`src/rtl/gtx_init_sequencer_pkg.sv`:
```
// Shared definitions for the GTX channel init sequencer: state codes, status/control
// bundles and the per-state output decode (also used by the debug/ILA decoder).
package gtx_init_sequencer_pkg;

  localparam int unsigned STATE_W  = 4;
  localparam int unsigned RETRY_W  = 4;
  localparam int unsigned STATUS_W = 4;

  localparam logic [STATE_W-1:0] ST_CPLL_RST   = 4'd0;
  localparam logic [STATE_W-1:0] ST_CPLL_WAIT  = 4'd1;
  localparam logic [STATE_W-1:0] ST_TX_RST     = 4'd2;
  localparam logic [STATE_W-1:0] ST_TX_WAIT    = 4'd3;
  localparam logic [STATE_W-1:0] ST_RX_RST     = 4'd4;
  localparam logic [STATE_W-1:0] ST_RX_WAIT    = 4'd5;
  localparam logic [STATE_W-1:0] ST_ALIGN_WAIT = 4'd6;
  localparam logic [STATE_W-1:0] ST_READY      = 4'd7;
  localparam logic [STATE_W-1:0] ST_FAIL       = 4'd8;

  typedef struct packed {
    logic cplllock;
    logic tx_done;
    logic rx_done;
    logic aligned;
  } gt_status_t;

  typedef struct packed {
    logic cpllreset;
    logic soft_reset_tx;
    logic soft_reset_rx;
    logic txuserrdy;
    logic rxuserrdy;
    logic data_valid;
    logic link_ready;
    logic init_fail;
  } gt_ctrl_t;

  // Soft resets stay asserted until their own reset phase ends; user-ready is cumulative.
  function automatic gt_ctrl_t ctrl_for_state(input logic [STATE_W-1:0] st);
    gt_ctrl_t c;
    c = '0;
    case (st)
      ST_CPLL_RST: begin
        c.cpllreset     = 1'b1;
        c.soft_reset_tx = 1'b1;
        c.soft_reset_rx = 1'b1;
      end
      ST_CPLL_WAIT: begin
        c.soft_reset_tx = 1'b1;
        c.soft_reset_rx = 1'b1;
      end
      ST_TX_RST: begin
        c.soft_reset_tx = 1'b1;
        c.soft_reset_rx = 1'b1;
        c.txuserrdy     = 1'b1;
      end
      ST_TX_WAIT: begin
        c.soft_reset_rx = 1'b1;
        c.txuserrdy     = 1'b1;
      end
      ST_RX_RST: begin
        c.soft_reset_rx = 1'b1;
        c.txuserrdy     = 1'b1;
        c.rxuserrdy     = 1'b1;
      end
      ST_RX_WAIT, ST_ALIGN_WAIT: begin
        c.txuserrdy = 1'b1;
        c.rxuserrdy = 1'b1;
      end
      ST_READY: begin
        c.txuserrdy  = 1'b1;
        c.rxuserrdy  = 1'b1;
        c.data_valid = 1'b1;
        c.link_ready = 1'b1;
      end
      ST_FAIL: begin
        c.cpllreset     = 1'b1;
        c.soft_reset_tx = 1'b1;
        c.soft_reset_rx = 1'b1;
        c.init_fail     = 1'b1;
      end
      default: begin
        c.cpllreset     = 1'b1;
        c.soft_reset_tx = 1'b1;
        c.soft_reset_rx = 1'b1;
      end
    endcase
    return c;
  endfunction

endpackage

```
`src/rtl/gtx_init_sequencer_if.sv`:
```
// Control/status bundle between the init sequencer and the GTX wrapper / SATA link layer.
interface gtx_init_sequencer_if;
  import gtx_init_sequencer_pkg::*;

  logic               restart_req;
  logic               gt0_cplllock_out;
  logic               gt0_tx_fsm_reset_done_out;
  logic               gt0_rx_fsm_reset_done_out;
  logic               gt0_rxbyteisaligned_out;
  logic               gt0_cpllreset_in;
  logic               soft_reset_tx_in;
  logic               soft_reset_rx_in;
  logic               gt0_txuserrdy_in;
  logic               gt0_rxuserrdy_in;
  logic               gt0_data_valid_in;
  logic               link_ready;
  logic               init_fail;
  logic [RETRY_W-1:0] retry_cnt;
  logic [STATE_W-1:0] seq_state;

  modport master (
    input  restart_req, gt0_cplllock_out, gt0_tx_fsm_reset_done_out,
           gt0_rx_fsm_reset_done_out, gt0_rxbyteisaligned_out,
    output gt0_cpllreset_in, soft_reset_tx_in, soft_reset_rx_in, gt0_txuserrdy_in,
           gt0_rxuserrdy_in, gt0_data_valid_in, link_ready, init_fail, retry_cnt, seq_state
  );

  modport slave (
    output restart_req, gt0_cplllock_out, gt0_tx_fsm_reset_done_out,
           gt0_rx_fsm_reset_done_out, gt0_rxbyteisaligned_out,
    input  gt0_cpllreset_in, soft_reset_tx_in, soft_reset_rx_in, gt0_txuserrdy_in,
           gt0_rxuserrdy_in, gt0_data_valid_in, link_ready, init_fail, retry_cnt, seq_state
  );

endinterface

```
`src/rtl/gtx_status_sync.sv`:
```
// Two-flop synchroniser for a vector of independent asynchronous status bits.
module gtx_status_sync #(
  parameter int unsigned WIDTH = 1
) (
  input  logic             clk,
  input  logic             rst_n,
  input  logic [WIDTH-1:0] d,
  output logic [WIDTH-1:0] q
);

  logic [WIDTH-1:0] meta_q;
  logic [WIDTH-1:0] sync_q;

  always_ff @(posedge clk or negedge rst_n) begin
    if (!rst_n) begin
      meta_q <= '0;
      sync_q <= '0;
    end else begin
      meta_q <= d;
      sync_q <= meta_q;
    end
  end

  assign q = sync_q;

endmodule

```
`src/rtl/gtx_init_sequencer.sv`:
```
// Power-up / recovery reset sequencer for GTX channel gt0: CPLL, TX and RX reset phases,
// alignment qualification, timeouts with bounded retries and a sticky failure state.
module gtx_init_sequencer
  import gtx_init_sequencer_pkg::*;
#(
  parameter int unsigned CPLL_RST_CYC = 16,
  parameter int unsigned TXRX_RST_CYC = 16,
  parameter int unsigned TIMEOUT_CYC  = 500000,
  parameter int unsigned VALID_CYC    = 64,
  parameter int unsigned MAX_RETRY    = 7
) (
  input  logic                 clk,
  input  logic                 rst,
  gtx_init_sequencer_if.master gt
);

  localparam int unsigned CNT_W = $clog2(TIMEOUT_CYC + 1);
  localparam int unsigned ALN_W = $clog2(VALID_CYC + 1);

  logic [STATUS_W-1:0] status_raw;
  logic [STATUS_W-1:0] status_sync;
  gt_status_t          status_s;

  logic [STATE_W-1:0]  state_q, state_d;
  logic [CNT_W-1:0]    cnt_q, cnt_d;
  logic [ALN_W-1:0]    align_q, align_d;
  logic [RETRY_W-1:0]  retry_q, retry_d;
  gt_ctrl_t            ctrl_q, ctrl_d;

  logic                timeout;
  logic                retry;
  logic                enter;

  assign status_raw = {gt.gt0_cplllock_out, gt.gt0_tx_fsm_reset_done_out,
                       gt.gt0_rx_fsm_reset_done_out, gt.gt0_rxbyteisaligned_out};

  gtx_status_sync #(.WIDTH(STATUS_W)) u_status_sync (
    .clk   (clk),
    .rst_n (rst),
    .d     (status_raw),
    .q     (status_sync)
  );

  assign status_s = gt_status_t'(status_sync);

  // Next-state: per-state progress, then retry resolution, then restart override.
  always_comb begin
    state_d = state_q;
    retry_d = retry_q;
    align_d = align_q;
    cnt_d   = cnt_q;
    retry   = 1'b0;
    enter   = 1'b0;
    timeout = (cnt_q >= CNT_W'(TIMEOUT_CYC - 1));

    case (state_q)
      ST_CPLL_RST: begin
        if (cnt_q >= CNT_W'(CPLL_RST_CYC - 1)) state_d = ST_CPLL_WAIT;
      end
      ST_CPLL_WAIT: begin
        if (status_s.cplllock) state_d = ST_TX_RST;
        else if (timeout)      retry   = 1'b1;
      end
      ST_TX_RST: begin
        if (!status_s.cplllock)                     retry   = 1'b1;
        else if (cnt_q >= CNT_W'(TXRX_RST_CYC - 1)) state_d = ST_TX_WAIT;
      end
      ST_TX_WAIT: begin
        if (!status_s.cplllock)    retry   = 1'b1;
        else if (status_s.tx_done) state_d = ST_RX_RST;
        else if (timeout)          retry   = 1'b1;
      end
      ST_RX_RST: begin
        if (!status_s.cplllock)                     retry   = 1'b1;
        else if (cnt_q >= CNT_W'(TXRX_RST_CYC - 1)) state_d = ST_RX_WAIT;
      end
      ST_RX_WAIT: begin
        if (!status_s.cplllock)    retry   = 1'b1;
        else if (status_s.rx_done) state_d = ST_ALIGN_WAIT;
        else if (timeout)          retry   = 1'b1;
      end
      ST_ALIGN_WAIT: begin
        if (!status_s.cplllock) begin
          retry = 1'b1;
        end else if (status_s.aligned && (align_q >= ALN_W'(VALID_CYC - 1))) begin
          state_d = ST_READY;
        end else if (timeout) begin
          retry = 1'b1;
        end else begin
          align_d = status_s.aligned ? (align_q + ALN_W'(1)) : '0;
        end
      end
      ST_READY: begin
        if (!status_s.cplllock)     retry   = 1'b1;
        else if (!status_s.rx_done) state_d = ST_RX_RST;
        else if (!status_s.aligned) state_d = ST_ALIGN_WAIT;
      end
      ST_FAIL: begin
        state_d = ST_FAIL;
      end
      default: begin
        state_d = ST_CPLL_RST;
      end
    endcase

    if (retry) begin
      if (retry_q < RETRY_W'(MAX_RETRY)) begin
        retry_d = retry_q + RETRY_W'(1);
        state_d = ST_CPLL_RST;
      end else begin
        state_d = ST_FAIL;
      end
    end

    if (gt.restart_req) begin
      state_d = ST_CPLL_RST;
      retry_d = '0;
    end

    // Restart in CPLL_RST is a re-entry even though the state code does not change.
    enter = (state_d != state_q) || gt.restart_req;
    if (enter) begin
      cnt_d   = '0;
      align_d = '0;
    end else if (cnt_q < CNT_W'(TIMEOUT_CYC)) begin
      cnt_d = cnt_q + CNT_W'(1);
    end

    ctrl_d = ctrl_for_state(state_d);
  end

  always_ff @(posedge clk or negedge rst) begin
    if (!rst) begin
      state_q <= ST_CPLL_RST;
      cnt_q   <= '0;
      align_q <= '0;
      retry_q <= '0;
      ctrl_q  <= ctrl_for_state(ST_CPLL_RST);
    end else begin
      state_q <= state_d;
      cnt_q   <= cnt_d;
      align_q <= align_d;
      retry_q <= retry_d;
      ctrl_q  <= ctrl_d;
    end
  end

  assign gt.gt0_cpllreset_in  = ctrl_q.cpllreset;
  assign gt.soft_reset_tx_in  = ctrl_q.soft_reset_tx;
  assign gt.soft_reset_rx_in  = ctrl_q.soft_reset_rx;
  assign gt.gt0_txuserrdy_in  = ctrl_q.txuserrdy;
  assign gt.gt0_rxuserrdy_in  = ctrl_q.rxuserrdy;
  assign gt.gt0_data_valid_in = ctrl_q.data_valid;
  assign gt.link_ready        = ctrl_q.link_ready;
  assign gt.init_fail         = ctrl_q.init_fail;
  assign gt.retry_cnt         = retry_q;
  assign gt.seq_state         = state_q;

endmodule
```
`src/flat_wrapper.sv`:
```
// flat-port wrapper written by rule: the top's interface ports become plain ports
module gtx_init_sequencer_flat import gtx_init_sequencer_pkg::*;
#(
  parameter int unsigned CPLL_RST_CYC = 16,
  parameter int unsigned TXRX_RST_CYC = 16,
  parameter int unsigned TIMEOUT_CYC  = 500000,
  parameter int unsigned VALID_CYC    = 64,
  parameter int unsigned MAX_RETRY    = 7
)
  (clk, rst, gt_restart_req, gt_gt0_cplllock_out, gt_gt0_tx_fsm_reset_done_out, gt_gt0_rx_fsm_reset_done_out, gt_gt0_rxbyteisaligned_out, gt_gt0_cpllreset_in, gt_soft_reset_tx_in, gt_soft_reset_rx_in, gt_gt0_txuserrdy_in, gt_gt0_rxuserrdy_in, gt_gt0_data_valid_in, gt_link_ready, gt_init_fail, gt_retry_cnt, gt_seq_state);
  gtx_init_sequencer_if gt_i ();
  input  logic clk;
  input  logic rst;
  input wire logic [$bits(gt_i.restart_req)-1:0] gt_restart_req;
  input wire logic [$bits(gt_i.gt0_cplllock_out)-1:0] gt_gt0_cplllock_out;
  input wire logic [$bits(gt_i.gt0_tx_fsm_reset_done_out)-1:0] gt_gt0_tx_fsm_reset_done_out;
  input wire logic [$bits(gt_i.gt0_rx_fsm_reset_done_out)-1:0] gt_gt0_rx_fsm_reset_done_out;
  input wire logic [$bits(gt_i.gt0_rxbyteisaligned_out)-1:0] gt_gt0_rxbyteisaligned_out;
  output wire logic [$bits(gt_i.gt0_cpllreset_in)-1:0] gt_gt0_cpllreset_in;
  output wire logic [$bits(gt_i.soft_reset_tx_in)-1:0] gt_soft_reset_tx_in;
  output wire logic [$bits(gt_i.soft_reset_rx_in)-1:0] gt_soft_reset_rx_in;
  output wire logic [$bits(gt_i.gt0_txuserrdy_in)-1:0] gt_gt0_txuserrdy_in;
  output wire logic [$bits(gt_i.gt0_rxuserrdy_in)-1:0] gt_gt0_rxuserrdy_in;
  output wire logic [$bits(gt_i.gt0_data_valid_in)-1:0] gt_gt0_data_valid_in;
  output wire logic [$bits(gt_i.link_ready)-1:0] gt_link_ready;
  output wire logic [$bits(gt_i.init_fail)-1:0] gt_init_fail;
  output wire logic [$bits(gt_i.retry_cnt)-1:0] gt_retry_cnt;
  output wire logic [$bits(gt_i.seq_state)-1:0] gt_seq_state;
  assign gt_i.restart_req = gt_restart_req;
  assign gt_i.gt0_cplllock_out = gt_gt0_cplllock_out;
  assign gt_i.gt0_tx_fsm_reset_done_out = gt_gt0_tx_fsm_reset_done_out;
  assign gt_i.gt0_rx_fsm_reset_done_out = gt_gt0_rx_fsm_reset_done_out;
  assign gt_i.gt0_rxbyteisaligned_out = gt_gt0_rxbyteisaligned_out;
  assign gt_gt0_cpllreset_in = gt_i.gt0_cpllreset_in;
  assign gt_soft_reset_tx_in = gt_i.soft_reset_tx_in;
  assign gt_soft_reset_rx_in = gt_i.soft_reset_rx_in;
  assign gt_gt0_txuserrdy_in = gt_i.gt0_txuserrdy_in;
  assign gt_gt0_rxuserrdy_in = gt_i.gt0_rxuserrdy_in;
  assign gt_gt0_data_valid_in = gt_i.gt0_data_valid_in;
  assign gt_link_ready = gt_i.link_ready;
  assign gt_init_fail = gt_i.init_fail;
  assign gt_retry_cnt = gt_i.retry_cnt;
  assign gt_seq_state = gt_i.seq_state;
  gtx_init_sequencer #(.CPLL_RST_CYC(CPLL_RST_CYC), .TXRX_RST_CYC(TXRX_RST_CYC), .TIMEOUT_CYC(TIMEOUT_CYC), .VALID_CYC(VALID_CYC), .MAX_RETRY(MAX_RETRY)) u_core (.clk(clk), .rst(rst), .gt(gt_i));
endmodule
```
`config.mk`:
```
export PLATFORM = sky130hd
export DESIGN_NAME = gtx_init_sequencer_flat
export DESIGN_NICKNAME = d
export VERILOG_FILES = /design/src/rtl/gtx_init_sequencer_pkg.sv /design/src/rtl/gtx_init_sequencer_if.sv /design/src/rtl/gtx_status_sync.sv /design/src/rtl/gtx_init_sequencer.sv /design/src/flat_wrapper.sv
export SDC_FILE = /design/constraint.sdc
export NUM_CORES = 1
export LEC_CHECK = 0
export ABC_AREA = 0
export CORE_ASPECT_RATIO = 1.25
export CORE_MARGIN = 5
export CORE_UTILIZATION = 58
export CTS_CLUSTER_DIAMETER = 120
export DETAILED_ROUTE_END_ITERATION = 12
export PLACE_DENSITY_LB_ADDON = 0.05
export SYNTH_ARGS = -nofsm -noshare
export SYNTH_HDL_FRONTEND = slang
export SYNTH_SLANG_ARGS = --single-unit
```
`constraint.sdc`:
```
create_clock -name clk -period 4.14 [get_ports clk]
set_clock_uncertainty 0.05 [all_clocks]
set_input_delay 0.828 -clock clk [delete_from_list [all_inputs] [get_ports clk]]
set_output_delay 0.828 -clock clk [all_outputs]
set_load 0.005 [all_outputs]
```
Yosys cells after proc, flatten, opt, wreduce, memory -nomap -nowiden

Index checks and enable logic that the tools add are counted.

Muxes and demuxes: 47
Eq/ne operators: 19
Reductions and logical operators: 16
Add/subtract/negate cells: 3
$lt $le $gt $ge: 5

Operators by type and width:

| cell                    | count |
|---|---|
| $mux W4                 | 21 |
| $mux W7                 | 6 |
| $mux W19                | 2 |
| $pmux W4 S9             | 1 |
| $eq A4 B3 Y1 const B    | 8 |
| $add A19 B1 Y19 const B | 1 |
| $ge A19 B19 Y1 const B  | 1 |
| $ge A19 B4 Y1 const B   | 1 |
| $lt A19 B19 Y1 const B  | 1 |
| $eq A4 B2 Y1 const B    | 4 |
| $mux W1                 | 15 |
| $reduce_bool A2 Y1      | 5 |
| $eq A4 B1 Y1 const B    | 2 |
| $eq A4 B4 Y1 const B    | 2 |
| $add A7 B1 Y7 const B   | 1 |
| $ge A7 B6 Y1 const B    | 1 |
| $reduce_or A7 Y1        | 1 |
| $reduce_or A3 Y1        | 2 |
| $reduce_or A6 Y1        | 1 |
| $pmux W1 S5             | 1 |
| $reduce_or A5 Y1        | 1 |
| $add A4 B1 Y4 const B   | 1 |
| $logic_not A4 Y1        | 1 |
| $lt A4 B3 Y1 const B    | 1 |
| other kinds (9)         | 9 |

Output and inout bits: 16
Bits of input ports: 7
Logic and storage cells: 104
Register bits after elaboration: 50

Depth between registers and ports, before layout

Gate-level depths: netlist (run 1).

Depth after elaboration: 11
Depth in mapped cells: 9
Depth with buffers taken out: 8

Modules after synthesis

A second synthesis (run 1) with hierarchy kept.

Cells, all modules: 251
Area total of the unflattened synthesis: 2476.1 µm²

By module, submodules not included:

| module             | area each (µm²) | cells each | sequential area each (µm²) | times used |
|---|---|---|---|---|
| gtx_init_sequencer | 2275.9          | 243        | 1029.7                     | 1 |
| gtx_status_sync    | 200.2           | 8          | 200.2                      | 1 |

Worst setup path before layout (run 1)

OpenSTA, ideal clock, no wires.

Path kind: input to register
Start: input port gt_restart_req
End: register u_core.cnt_q[8]
Stages on the path: 8
Arrival: 2154 ps
Setup slack: 1865 ps
Setup time: 71 ps
Data required time: 4019 ps
Path buffers: 2
Cell sequence: buf_1 > o21bai_2 > nor3_1 > o2bb2ai_1 > o32ai_4 > o2111ai_4 > buf_6 > nor2_1

Cells in the longest elaborated chain, start to end: 4
Elaborated cells between the ends (all ways): 5
Those cells by class: eq/ne (1); mux (2); reduce/logical (2)

Ends and longest elaborated chain:

| item                                                  | line                      | RTL |
|---|---|---|
| start: declaration                                    | flat_wrapper.sv:14        | `input wire logic [$bits(gt_i.restart_req)-1:0] gt_restart_req;` |
| $mux W4                                               | gtx_init_sequencer.sv:115 | `if (gt.restart_req) begin` |
| $ne A4 B4 Y1                                          | gtx_init_sequencer.sv:121 | `enter = (state_d != state_q) \|\| gt.restart_req;` |
| $logic_or A1 B1 Y1 (*)                                | gtx_init_sequencer.sv:121 |  |
| $mux W19 / $reduce_bool A2 Y1 (equally long branches) | -                         |  |
| end signal: assignment                                | gtx_init_sequencer.sv:141 | `cnt_q <= cnt_d;` |
| end: declaration                                      | gtx_init_sequencer.sv:25  | `logic [CNT_W-1:0] cnt_q, cnt_d;` |

Every way passes the cells marked *; elsewhere a longest branch is shown, timed or not.
A chain may end at the register's enable or synchronous reset.

Worst setup path after layout (run 1)

Start: input port gt_restart_req
End: register u_core.align_q[2]

Cells in the longest elaborated chain, start to end: 5
Elaborated cells between the ends (all ways): 9
Those cells by class: eq/ne (3); mux (2); reduce/logical (4)

Ends and longest elaborated chain:

| item                                                        | line                      | RTL |
|---|---|---|
| $mux W4                                                     | gtx_init_sequencer.sv:115 |  |
| $ne A4 B4 Y1                                                | gtx_init_sequencer.sv:121 |  |
| $logic_or A1 B1 Y1 (*)                                      | gtx_init_sequencer.sv:121 |  |
| $ne A2 B2 Y1 (no source line), or another cell as far along | -                         |  |
| $reduce_and A4 Y1 (no source line)                          | -                         |  |
| end signal: assignment                                      | gtx_init_sequencer.sv:142 | `align_q <= align_d;` |
| end: declaration                                            | gtx_init_sequencer.sv:26  | `logic [ALN_W-1:0] align_q, align_d;` |

Marked as above.

==> flow_metrics.py, run 1 <==
metrics = {
    "status": {
        "status": "finished clean",
    },
    "timing": {
        "setup_viol": 0,
        "min_period_over_period_pct": 64.4,
        "period_needed_ps": 2670,
        "finalMaxSlewViolations": 0,
        "hold_ws_ps": 310,
        "rsz0062_at_grt": "false",
        "worst_pin_slew_ps": 1060,
        "fmaxAchievable_ghz": 0.375,
        "setup_tns_ps": 0,
        "slew_headroom_pct": 29.6,
        "hold_violations": 0,
    },
    "worst_setup_path": {
        "cp_slowest_stage_delay_ps": 640,
        "worstSetupEndpointType": "register",
        "path_class": "primary input to register",
        "critPathMaxFanout": 26,
        "start_kind": "primary input",
        "cp_cell_sequence": "clkdlybuf4s50_1 > o21bai_2 > nor3_1 > o2bb2ai_1 > o32ai_4 > o2111ai_4 > a21oi_1",
        "cp.required_ps": 4310,
        "crit_slowest_cell": "clkdlybuf4s50_1",
        "cp.buffers_inverters": 1,
        "arrival_ps": 2830,
        "cpLargestDelayFamily": "compound AO/OA/AOI/OAI gates",
    },
    "detailed_routing": {
        "drc_errors": 0,
        "vias_per_cell": 5.69,
        "num_vias": 1850,
        "post_drt_wl_per_cell_um": 13.9,
        "postRouteAntennaNets": 0,
        "drt_wl_total_um": 4530,
        "dr.pass1.iters": 4,
        "drt_iter0_markers": 91,
    },
    "synthesis": {
        "yosys-top-cells-count": "47 x nor2_1, 46 x dfrtp_1, 14 x a21oi_1, 14 x nand3_1, 12 x nand2_1",
        "syn_avg_cell_area_sq_um": 9.79,
        "synth_top_area_share_pct": 46.7,
        "synthTopCellsByArea": "dfrtp_1 47%, nor2_1 7.2%, dfstp_2 3.2%, xnor2_1 3.2%, xor2_1 3.2%",
        "ys_ff_latch": 49,
        "synth_edf_count": 0,
        "synth_most_common_cell": "nor2_1",
        "syn-num-nets": 262,
        "synth_area_leader_cell": "dfrtp_1",
        "synth_cell_types": 46,
        "async_flop_share_pct": 100,
        "netlist_instances": 252,
        "synth-warning-count": 0,
        "syn_area_sq_um": 2470,
        "ys_dominant_reg_cell": "dfrtp_1",
        "ys_seq_area_share_pct": 49.9,
    },
    "pwr": {
        "power.density_nw_per_um2": 384,
        "combPwrFrac_pct": 16.1,
        "p_total_w": 0.00107,
        "intPower_w": 0.000776,
        "p_leak_nw": 1.17,
        "ir_drop_v": 0.000272,
        "power.share.clock_pct": 32.7,
        "share_seq_of_total_power_pct": 51.2,
        "p_sw_w": 0.000299,
        "netSwitchingFraction_pct": 27.8,
    },
    "final_layout": {
        "final_core_util_pct": 68.2,
        "num-nets-final": 278,
        "area_delta_synth_final_pct": 13.4,
        "drive_gt1_share_pct": 8.18,
        "diodes": 0,
    },
    "clock_tree": {
        "cts_root_buf": "clkbuf_8",
        "cts_hold_buf": 0,
        "clock_latency_ps": 300,
        "cts-resized-gates": 0,
        "ctsLongestPathBuffers": 2,
        "path_clk_slew_ps": 90,
        "cts_sinks": 49,
        "post-cts-setup-buffer-count": 0,
        "cts_buffers": 5,
        "cts_htree_levels": 2,
        "tritoncts": "built",
    },
    "global_route": {
        "track_usage_pct": 17.8,
        "grt_overflow": 0,
        "grt_pass1_wl_um": 7830,
        "grt_max_degree": 50,
        "antenna_found_initial": 0,
        "first_global_vias": 1824,
    },
    "placement": {
        "place_congestion": 0.859,
        "hpwl_um": 3140,
        "io_buffers": 22,
    },
    "hold_path": {
        "hold_class": "register to register",
    },
    "floorplanning": {
        "die-width_um": 68.3,
        "dieArea_sq_um": 5660,
        "design.core.area_sq_um": 4100,
        "fp-row-count": 26,
        "die_y_um": 82.9,
        "io_pins": 23,
        "start_util_pct": 60.2,
    },
    "job": {
        "max_cap_violations": 0,
    },
}
[area by class of cell]
| class | instances | area (sq um) |
|---|---|---|
| timing repair buffer | 22 | 215 |
| clock buffer | 6 | 82.6 |
| clock inverter | 2 | 37.5 |
| inverter | 7 | 26.3 |
| multi-input combinational | 183 | 1130 |
| sequential | 49 | 1230 |
| fill | 346 | 1300 |
| tap | 56 | 70.1 |
[registers in the layout, indices dropped and copies added (netlist names)]
signal,cells
u_core.gt.seq_state,4
u_core.gt.gt0_data_valid_in,1
u_core.gt.gt0_rxuserrdy_in,1
u_core.align_q,7
u_core.gt.soft_reset_rx_in,1
u_core.gt.gt0_cpllreset_in,1
u_core.u_status_sync.q,4
u_core.u_status_sync.meta_q,4
u_core.gt.gt0_txuserrdy_in,1
u_core.gt.soft_reset_tx_in,1
u_core.gt.init_fail,1
u_core.gt.retry_cnt,4
u_core.cnt_q,19
[placed cells by master, fill, tap and decap left out, types with 2 or more instances in the layout]
cell,Yosys,final
and3_1,5,5
mux2i_1,2,2
or4_4,2,2
nand2b_1,4,4
inv_1,7,7
a211oi_1,3,3
o22ai_1,2,2
clkdlybuf4s50_1,0,21
ha_1,3,3
xnor2_1,9,9
nand3_1,14,14
nor3_1,8,8
nor2_1,47,47
a21oi_1,14,14
a21o_1,3,3
nand2_1,12,12
nor4_1,5,5
o2111ai_1,2,2
nand3b_1,3,3
clkbuf_8,0,6
nor2b_1,3,3
dfstp_2,3,3
xor2_1,9,9
a31oi_1,3,3
a41oi_1,2,2
or2_2,2,2
o21ai_0,6,6
dfrtp_1,46,46
nand4_1,6,6
[through the flow]
stage / cells / setup slack (ps) / instance area [sq um]
2_1_floorplan: 252 / 1860 / 2470
3_3_place_gp: 317 / 1200 / 2680
3_5_place_dp: 317 / 1120 / 2680
4_1_cts: 325 / 1440 / 2800
5_1_grt: 325 / 1270 / 2800
6_report: 325 / 1470 / 2800
[metal layers]
layer  wire length (um)  track usage [%]  vias to the layer above
met5                  0                0                        -
li1                   -                -                      919
met3                129             4.46                        7
met2               2430             31.1                       27
met1               1890             20.0                      897
met4                 78             7.05                        0
[cells by family (layout without fill, tap and decap cells)]
family                   count (synthesis)  after routing  synth area share, %
flip-flops                              49             49                 49.9
AO/OA/AOI/OAI                           43             43                 13.2
buffers and inverters                   20             37                 4.11
adder cells (fa/ha/maj)                  4              4                 1.93
AND/OR/NAND/NOR                        116            116                 23.6
XOR/XNOR                                18             18                 6.39
multiplexers                             2              2                0.812
[path summary, 6_finish.rpt]
check	from	end	slack, ps	cells past startpoint
max	gt_restart_req	u_core.align_q[2]	1470	7
min	u_core.u_status_sync.meta_q[3]	u_core.u_status_sync.q[3]	310	0
max reg2reg	u_core.cnt_q[9]	u_core.cnt_q[1]	1480	7
min reg2reg	u_core.u_status_sync.meta_q[3]	u_core.u_status_sync.q[3]	310	0
max in group asynchronous	rst	u_core.cnt_q[4]	2720	1
min in group asynchronous	rst	u_core.align_q[4]	660	1
[power groups by stage]
stage                     registers, W  logic [W]  clock network [W]
after floorplan               0.000548   0.000136                  0
after global placement        0.000560   0.000170                  0
after detailed placement      0.000560   0.000175                  0
after CTS                     0.000551   0.000178           0.000362
after global routing          0.000555   0.000198           0.000376
final                         0.000551   0.000173           0.000351
(Power assumes the default switching activity.)
==> inputs of run 2 (changes only) <==
--- a/config.mk
+++ b/config.mk
@@ -8,7 +8,7 @@
 export ABC_AREA = 0
 export CORE_ASPECT_RATIO = 1.25
 export CORE_MARGIN = 5
-export CORE_UTILIZATION = 58
+export CORE_UTILIZATION = 57
 export CTS_CLUSTER_DIAMETER = 120
 export DETAILED_ROUTE_END_ITERATION = 12
 export PLACE_DENSITY_LB_ADDON = 0.05
==> constraint.sdc (replaced) <==
create_clock -name clk -period 2.7 [get_ports clk]
set_clock_uncertainty 0.05 [all_clocks]
set_input_delay 0.54 -clock clk [delete_from_list [all_inputs] [get_ports clk]]
set_output_delay 0.54 -clock clk [all_outputs]
set_load 0.005 [all_outputs]
==> flow_metrics.py, run 2 (synthesized netlist as in run 1, its figures left out) <==
metrics = {
    "status": {
        "status": "finished clean",
    },
    "worst_setup_path": {
        "cp.required_ps": 2830,
        "cp.buffers_inverters": 1,
        "path_class": "register to register",
        "cp_slowest_stage_delay_ps": 550,
        "arrival_ps": 2540,
        "start_kind": "register",
        "reg2reg_slack_ps": 300,
        "cpLargestDelayFamily": "simple AND/OR/NAND/NOR gates",
        "worstSetupEndpointType": "register",
        "crit_slowest_cell": "or4_4",
        "critPathMaxFanout": 26,
        "cp_cell_sequence": "or4_4 > nor2_2 > nand3_1 > a22oi_4 > nor3_4 > o2111ai_4 > buf_12 > nor2b_1",
    },
    "final_layout": {
        "num-nets-final": 286,
        "area_delta_synth_final_pct": 16.5,
        "diodes": 0,
        "final_cell_mix": "47 x nor2_1, 46 x dfrtp_1, 21 x clkdlybuf4s50_1",
        "final_core_util_pct": 69.6,
        "drive_gt1_share_pct": 11.2,
        "top_register": "u_core.cnt_q",
        "largest_register_ffs": 19,
        "layout_commonest_cell": "nor2_1",
        "top_regs": "u_core.cnt_q x19, u_core.align_q x7",
    },
    "clock_tree": {
        "cts_buffers": 5,
        "cts_root_buf": "clkbuf_8",
        "path_clk_slew_ps": 90,
        "cts_sinks": 49,
        "ctsLongestPathBuffers": 2,
        "clock_latency_ps": 300,
        "cts_htree_levels": 2,
        "tritoncts": "built",
    },
    "global_route": {
        "grt_overflow": 0,
        "first_global_vias": 1923,
        "antenna_found_initial": 0,
        "track_usage_pct": 19.7,
        "grt_max_degree": 27,
        "grt_pass1_wl_um": 8750,
    },
    "pwr": {
        "p_total_w": 0.00168,
        "power.density_nw_per_um2": 585,
        "ir_drop_v": 0.000419,
        "p_leak_nw": 1.22,
    },
    "timing": {
        "slew_headroom_pct": 64.8,
        "setup_tns_ps": 0,
        "fmaxAchievable_ghz": 0.416,
        "rsz0062_at_grt": "false",
        "min_period_over_period_pct": 89.0,
        "hold_ws_ps": 84.7,
        "finalMaxSlewViolations": 0,
        "hold_violations": 0,
        "period_needed_ps": 2400,
        "worst_pin_slew_ps": 525,
        "setup_viol": 0,
    },
    "detailed_routing": {
        "vias_per_cell": 5.67,
        "dr.pass1.iters": 4,
        "drt_iter0_markers": 71,
        "postRouteAntennaNets": 0,
        "drc_errors": 0,
        "num_vias": 1888,
        "drt_wl_total_um": 5000,
        "post_drt_wl_per_cell_um": 15.0,
    },
    "floorplanning": {
        "die_y_um": 83.5,
        "start_util_pct": 59.7,
        "dieArea_sq_um": 5750,
        "fp-row-count": 26,
        "die-width_um": 68.8,
        "design.core.area_sq_um": 4130,
        "io_pins": 23,
    },
    "placement": {
        "place_congestion": 0.825,
        "hpwl_um": 3560,
        "io_buffers": 22,
    },
    "hold_path": {
        "hold_class": "primary input to async pin",
    },
    "job": {
        "max_cap_violations": 0,
    },
}
==> run 2: changes by cell type in the layout (fill, tap and decap cells not counted), sizes merged <==
cell,before,now
buf,1,9
==> run 2: timing repair <==
action,in CTS,in global routing
gates resized for setup,0,1
endpoints found under the setup margin,0,2
endpoints found under the hold margin,0,0
buffers inserted,0,0
hold buffers,0,0
==> run 2: path summary, 6_finish.rpt <==
check | startpoint | to | depth (start not counted)
hold / removal | rst | u_core.gt.retry_cnt[3] | 1
setup reg to reg | u_core.cnt_q[9] | u_core.align_q[1] | 8
hold reg to reg | u_core.u_status_sync.meta_q[0] | u_core.u_status_sync.q[0] | 0
min in group clk | u_core.u_status_sync.meta_q[0] | u_core.u_status_sync.q[0] | 0
setup / recovery | u_core.cnt_q[9] | u_core.align_q[1] | 8
max in group asynchronous | rst | u_core.gt.soft_reset_rx_in | 2
==> run 2: layout make-up <==
class	count	area, sq um
inverter	7	26.3
clock buffer	6	82.6
fill	352	1260
multi-input combinational	183	1140
tap	56	70.1
clock inverter	2	37.5
timing repair buffer	30	288
sequential	49	1230
==> run 2: power by group <==
| part | switching (W) | total, W | internal (W) | leakage (nW) |
|---|---|---|---|---|
| registers | 0.0000625 | 0.000844 | 0.000781 | 0.651 |
| logic | 0.000170 | 0.000303 | 0.000132 | 0.509 |
| clock network | 0.000235 | 0.000536 | 0.000301 | 0.0574 |
==> run 2: through the flow <==
| step | instance area [sq um] | std cells | worst slack, ps |
|---|---|---|---|
| 2_1_floorplan | 2470 | 252 | 477 |
| 3_3_place_gp | 2750 | 325 | 335 |
| 3_5_place_dp | 2750 | 325 | 322 |
| 4_1_cts | 2870 | 333 | 298 |
| 5_1_grt | 2870 | 333 | 135 |
| 6_report | 2870 | 333 | 298 |
==> run 2: metal layers <==
layer | up-vias | track usage, % | part of all wire [%]
met5 | - | 0 | 0
met4 | 0 | 7.80 | 2.8
met3 | 12 | 3.64 | 3.1
met2 | 36 | 33.3 | 53
met1 | 913 | 24.0 | 41
li1 | 927 | - | -
